[src/rtl/regfile_dump_reader.sv]
`timescale 1ns/1ps
// regfile_dump_reader: walks a contiguous register range through a spare
// combinational read port and streams (addr, data) pairs over valid/ready.
// Each word is a snapshot taken in its READ cycle, held through backpressure.
module regfile_dump_reader #(
  parameter int ADDR_W = 5,
  parameter int DATA_W = 32
) (
  input  logic              clk,
  input  logic              rst_n,
  input  logic              start,
  input  logic [ADDR_W-1:0] first_reg,
  input  logic [ADDR_W-1:0] last_reg,
  output logic [ADDR_W-1:0] rd_addr,
  input  logic [DATA_W-1:0] rd_data,
  output logic              out_valid,
  input  logic              out_ready,
  output logic [ADDR_W-1:0] out_addr,
  output logic [DATA_W-1:0] out_data,
  output logic              busy,
  output logic              done,
  output logic              error
);

  typedef enum logic [1:0] {IDLE, READ, HOLD, DONE} state_t;

  state_t            state;
  logic [ADDR_W-1:0] cur;
  logic [ADDR_W-1:0] last;

  // The read port always points at the current index, so reset parks it at 0.
  assign rd_addr = cur;
  // Decoded from the state flop only; no path from any input.
  assign busy    = (state == READ) || (state == HOLD);

  // Dump sequencer: one word per READ/HOLD pair, done/error are one-cycle pulses.
  always_ff @(posedge clk or negedge rst_n) begin
    if (!rst_n) begin
      state     <= IDLE;
      cur       <= '0;
      last      <= '0;
      out_valid <= 1'b0;
      out_addr  <= '0;
      out_data  <= '0;
      done      <= 1'b0;
      error     <= 1'b0;
    end else begin
      done  <= 1'b0;
      error <= 1'b0;
      case (state)
        IDLE: begin
          if (start) begin
            if (first_reg <= last_reg) begin
              cur   <= first_reg;
              last  <= last_reg;
              state <= READ;
            end else begin
              error <= 1'b1;
            end
          end
        end
        READ: begin
          // Capture here so later register writes cannot disturb the held word.
          out_data  <= rd_data;
          out_addr  <= cur;
          out_valid <= 1'b1;
          state     <= HOLD;
        end
        HOLD: begin
          if (out_ready) begin
            out_valid <= 1'b0;
            if (cur == last) begin
              done  <= 1'b1;
              state <= DONE;
            end else begin
              // cur < last here, so the increment cannot wrap.
              cur   <= cur + 1'b1;
              state <= READ;
            end
          end
        end
        DONE:    state <= IDLE;
        default: state <= IDLE;
      endcase
    end
  end

endmodule

[config.mk]
export PLATFORM = sky130hd
export DESIGN_NAME = regfile_dump_reader
export DESIGN_NICKNAME = d
export VERILOG_FILES = /design/src/rtl/regfile_dump_reader.sv
export SDC_FILE = /design/constraint.sdc
export NUM_CORES = 1
export LEC_CHECK = 0
export ABC_CLOCK_PERIOD_IN_PS = 2020
export BUFFER_PORTS_ARGS = -buffer_cell sky130_fd_sc_hd__buf_2
export CORE_ASPECT_RATIO = 1.5
export CORE_MARGIN = 2
export CORE_UTILIZATION = 30
export CTS_BUF_LIST = sky130_fd_sc_hd__clkbuf_8
export CTS_CLUSTER_DIAMETER = 40
export DETAILED_ROUTE_END_ITERATION = 8
export PLACE_DENSITY = 0.54
export SLEW_MARGIN = 20
export SYNTH_ARGS = -nofsm -noshare
export SYNTH_HDL_FRONTEND = slang
export SYNTH_SLANG_ARGS = --single-unit
[constraint.sdc]
create_clock -name clk -period 2.02 [get_ports clk]
set_input_delay 0.202 -clock clk [delete_from_list [all_inputs] [get_ports clk]]
set_output_delay 0.202 -clock clk [all_outputs]
set_load 0.02 [all_outputs]
Word level (Yosys, flattened, before mapping) --
Index checks and enable logic that the tools add are counted.
Storage, ports and cells: bits in registers 52, bits of input ports 46, output and inout port bits 46, word-level logic and storage cells 44
Cells by class: add/sub/neg operators 1, order comparisons 1, equal/unequal tests 8, muxes and demuxes 18, reduce and logical (&&, ||, !) cells 8
Operators with widths (number):
- $mux 5 | 4
- $pmux 5 s2 | 1
- $mux 2 | 4
- $ne 2x2->1 const B | 4
- $pmux 2 s4 | 1
- $mux 1 | 7
- $reduce_and 3->1 | 2
- $add 5x1->5 const B | 1
- $eq 5x5->1 | 1
- $le 5x5->1 | 1
- $reduce_and 5->1 | 1
- $eq 2x2->1 const B | 2
- $reduce_bool 2->1 | 2
- $eq 2x1->1 const B | 1
- $logic_not 2->1 | 1
- $pmux 1 s2 | 1
- $reduce_and 2->1 | 1
- $logic_or 1x1->1 | 1

Logic depth before layout (Yosys ltp) --
depth in word-level cells 4, depth in mapped cells 7, depth with buffers taken out 7

Worst setup path after synthesis --
Ideal clock, no wire load.
path type flip-flop to flip-flop, start point register state[0], end point register cur[1] (netlist: rd_addr[1]), setup time 0.125 ns, data arrival time 1.774 ns, data required time 1.895 ns, slack 0.121 ns, stages on the path, launching flop included 8, path buffers 0, clock period less this slack 1.899 ns, path through dfrtp_1 inv_1 ha_1 nand2b_2 or4b_4 o311ai_4 nand3b_4 mux2_4
Between the ends: cells in the longest elaborated chain, start to end 3, elaborated cells on any way between the ends 9, classes of those cells 5 x eq/ne; 1 x mux; 3 x reduce/logical
Ends and longest elaborated chain:
- start, declared | RTL line 27 | state_t state;
- start signal, assigned | RTL line 39 | state <= IDLE;
- start signal, assigned | RTL line 56 | state <= READ;
- start signal, assigned | RTL line 67 | state <= HOLD;
- $eq 2x2->1 or $logic_not 2->1 (tied branches) | RTL line 50 | case (state)
- $ne 2x2->1 (no line) or $reduce_bool 2->1 (tied branches)
- $reduce_and 5->1 (no line)
- end signal, assigned | RTL line 54 | cur <= first_reg;
- end signal, assigned | RTL line 77 | cur <= cur + 1'b1;
- end, declared | RTL line 28 | logic [ADDR_W-1:0] cur;
Parallel ways exist; a longest one is shown, timed or not. A chain may end at the register's enable or synchronous reset.

Final worst setup path --
Same ends and word-level chain as after synthesis.

==> out/summary.json <==
{
  "status": "finished, final reports clean",
  "cts.htree.levels": 2,
  "vias_in_the_first_global_route": 1684,
  "clock_pin_slew_worst_setup_and_hold_paths_ps": 100,
  "synth.area.mux_share_pct": 23.0,
  "critical-path-slowest-cell": "sky130_fd_sc_hd__or4b_4",
  "holdCritStartpoint": "out_ready",
  "synth_top_area_cell": "sky130_fd_sc_hd__dfrtp_1",
  "synth_xor_xnor_area_share_pct": 2.97,
  "core_region_area_um2": 7610,
  "cap_violations": 0,
  "routed_wl_um": 4870,
  "power_density_over_cell_area_nw_per_um2": 1690,
  "synth_cells": 172,
  "synth.net_count": 227,
  "pin_count_of_the_biggest_net_entering_global_routing": 29,
  "place.port_buffers": 91,
  "worst_hold_path.endpoint": "out_valid",
  "first_pass_grt_wire_length_um": 8080,
  "synth_top_cells_by_area": "sky130_fd_sc_hd__dfrtp_1 55%, sky130_fd_sc_hd__mux2_2 20%, sky130_fd_sc_hd__ha_1 4.8%",
  "leakagePower_nw": 1.56,
  "worst-path-buf-inv": 1,
  "register_area_um2": 1300,
  "min_path_type": "in -> reg",
  "global_route.usage.met1_pct": 13.5,
  "worst_max_slew_margin_expressed_relative_to_the_limit_pct": 62.5,
  "layout.cells.most_common_list": "91 x sky130_fd_sc_hd__buf_2, 52 x sky130_fd_sc_hd__dfrtp_1, 43 x sky130_fd_sc_hd__mux2_2",
  "synth_top_area_share_pct": 55.1,
  "hold_buffers": 1,
  "r2r_setup_slack_ps": 90,
  "tightestPinTransition_ps": 563,
  "grt.met2_usage_pct": 21.2,
  "finalSetupTns_ps": 0,
  "routedWlPerCell_um": 12.8,
  "timing.critical_path.max_delay_family": "simple AND/OR/NAND/NOR gates",
  "worstPathRequired_ps": 2220,
  "endpoint_kind": "flip-flop",
  "max-clock-path-buffers": 2,
  "fin_worst_skew_ps": 11.6,
  "setup.worst_path.start_class": "flip-flop",
  "max_clock_freq_ghz": 0.518,
  "cpPeakStageDelay_ps": 480,
  "clock_period_minus_worst_slack_ps": 1930,
  "drtAntennaViolNets": 0,
  "area.growth.synth_to_final_pct": 32.7,
  "grtUsageMet3_pct": 3.38,
  "largest_register_ffs": 32,
  "setup_viol_count_final": 0,
  "n_antenna_cell": 0,
  "design.portCount": 92,
  "r2r_path_start": "state[0]",
  "min_path_cells": 2,
  "route.detailed.drc": 0,
  "floorplan.initialDensity_pct": 31.0,
  "critical_path.reg2reg.endpoint": "rd_addr[1]",
  "dr.first_iter.drc_count": 39,
  "ys_types": 33,
  "synth_seq_area_share_pct": 55.1,
  "min_period_over_period_pct": 95.5,
  "finalNetCount": 332,
  "timing_max_transition_violations_final": 0,
  "drt_pass1_iterations": 4,
  "postcts_setup_bufs": 0,
  "numCtsBuffers": 5,
  "track_usage_pct": 12.2,
  "post_cts.resized_instances": 0,
  "grt_setup_unrepaired": "no",
  "grt-busiest-layer": "met2",
  "final_layout_size_suffix_gt1_share_pct": 58.6,
  "cts_tree": "done",
  "layout_commonest_cell": "sky130_fd_sc_hd__buf_2",
  "synth_top_family_by_area": "multiplexers",
  "vias_per_cell": 4.44,
  "dr_total_vias": 1688,
  "synthesis.yosys.warnings": 0,
  "fillers": 771,
  "overflow_after_grt": 0,
  "dpl.hpwl_um": 3880,
  "clock_sink_count": 52,
  "yosys_register_bits": 52,
  "netlist_area_um2": 2360,
  "timing_worst_setup_path_type": "reg -> reg",
  "clock_latency_ps": 310,
  "pwr_total_w": 0.00529,
  "die_width_um": 76.5,
  "grt_antenna_before_repair": 0,
  "footprint_of_the_multi_input_gates_um2": 1010,
  "synth_adder_area_share_pct": 4.77,
  "final.hold.worst_slack_ps": 104,
  "area_of_the_die_um2": 8610,
  "timing.critical_path.arrival_ps": 2130,
  "largest-register": "out_data",
  "avgSynthCellArea_um2": 13.7,
  "hold_viol": 0,
  "synthesized_area_fraction_occupied_by_ao_oa_aoi_and_oai_cells_pct": 4.45,
  "ff2ff_path_depth": 7,
  "rows": 39,
  "max-vdd-ir-drop_mv": 0.578,
  "cts.root.buffer_cell": "sky130_fd_sc_hd__clkbuf_8",
  "die_h_um": 113,
  "maximum_fanout_along_the_worst_path": 5,
  "gp_congestion": 0.723,
  "path_cells": "inv_1, ha_1, nand2b_2, or4b_4, o311ai_4, nand3b_4, mux2_4",
  "synth_simple_gate_area_share_pct": 7.42
}
-- routing by layer --
metal,up-vias,wire (um)
met2,51,2610
met5,-,0
met1,828,1920
met3,5,237
li1,804,-
met4,0,107
-- cells by family after synthesis --
family,after synthesis
flops,52
mux,47
simple gates,28
compound gates,14
buf+inv,14
fa+ha+maj,9
xor+xnor,8
-- layout make-up --
type / count / area share [%]
clock buffer: 6 / 2.63
clock inverter: 2 / 0.239
multi-input combinational: 106 / 32.2
tap: 102 / 4.07
timing repair buffer: 103 / 18.3
sequential: 52 / 41.5
inverter: 9 / 1.08
-- Yosys cell counts --
library cell and n:
sky130_fd_sc_hd__nor4_1 1, sky130_fd_sc_hd__a21oi_1 6, sky130_fd_sc_hd__buf_2 1, sky130_fd_sc_hd__nor2b_4 1, sky130_fd_sc_hd__mux2_2 43, sky130_fd_sc_hd__nand2_2 1
sky130_fd_sc_hd__nand2b_1 1, sky130_fd_sc_hd__ha_1 9, sky130_fd_sc_hd__nand3_1 4, sky130_fd_sc_hd__xnor2_1 2, sky130_fd_sc_hd__a22o_1 1, sky130_fd_sc_hd__or2_2 1
sky130_fd_sc_hd__and3_1 1, sky130_fd_sc_hd__o21a_1 1, sky130_fd_sc_hd__clkbuf_1 2, sky130_fd_sc_hd__nand3b_4 1, sky130_fd_sc_hd__a211oi_1 1, sky130_fd_sc_hd__a21o_1 1
sky130_fd_sc_hd__o22ai_1 2, sky130_fd_sc_hd__buf_1 2, sky130_fd_sc_hd__mux2_4 4, sky130_fd_sc_hd__or2b_1 1, sky130_fd_sc_hd__o311ai_4 1, sky130_fd_sc_hd__nand2_1 3
sky130_fd_sc_hd__nand2b_2 1, sky130_fd_sc_hd__xor2_1 6, sky130_fd_sc_hd__or4b_4 1, sky130_fd_sc_hd__and2_1 2, sky130_fd_sc_hd__dfrtp_1 52, sky130_fd_sc_hd__inv_1 9
sky130_fd_sc_hd__nor2_1 8, sky130_fd_sc_hd__nor2b_1 1, sky130_fd_sc_hd__o21ai_0 1
-- through the flow --
stage / worst slack, ps / instance area (um^2) / std cells / util (%)
after global placement: 49.8 / 3040 / 371 / 39.9
after CTS: 79.5 / 3140 / 380 / 41.2
after global routing: 1.10 / 3140 / 380 / 41.2
final: 90.5 / 3140 / 380 / 41.2
after detailed placement: 18.0 / 3040 / 371 / 39.9
after floorplan: 121 / 2360 / 172 / -
-- where the power goes --
group	internal (W)	total [W]	switching, W	leakage, nW
sequential	0.00157	0.00182	0.000252	0.614
clock	0.000270	0.000605	0.000334	0.0538
combinational	0.00137	0.00286	0.00150	0.889
-- how the worst max path moves through the flow --
stage                           start    endpoint  slack [ps]  depth (start not counted)
final                        state[0]  rd_addr[1]          90                          7
after global routing         state[0]  rd_addr[3]           1                          7
after CTS                    state[0]  rd_addr[2]          80                          7
after detailed placement  last_reg[1]  rd_addr[1]          20                          8
after global placement    last_reg[2]  rd_addr[2]          50                          8
after floorplan              state[0]  rd_addr[1]         120                          7
Note: power is estimated with default switching activity, not from simulation.
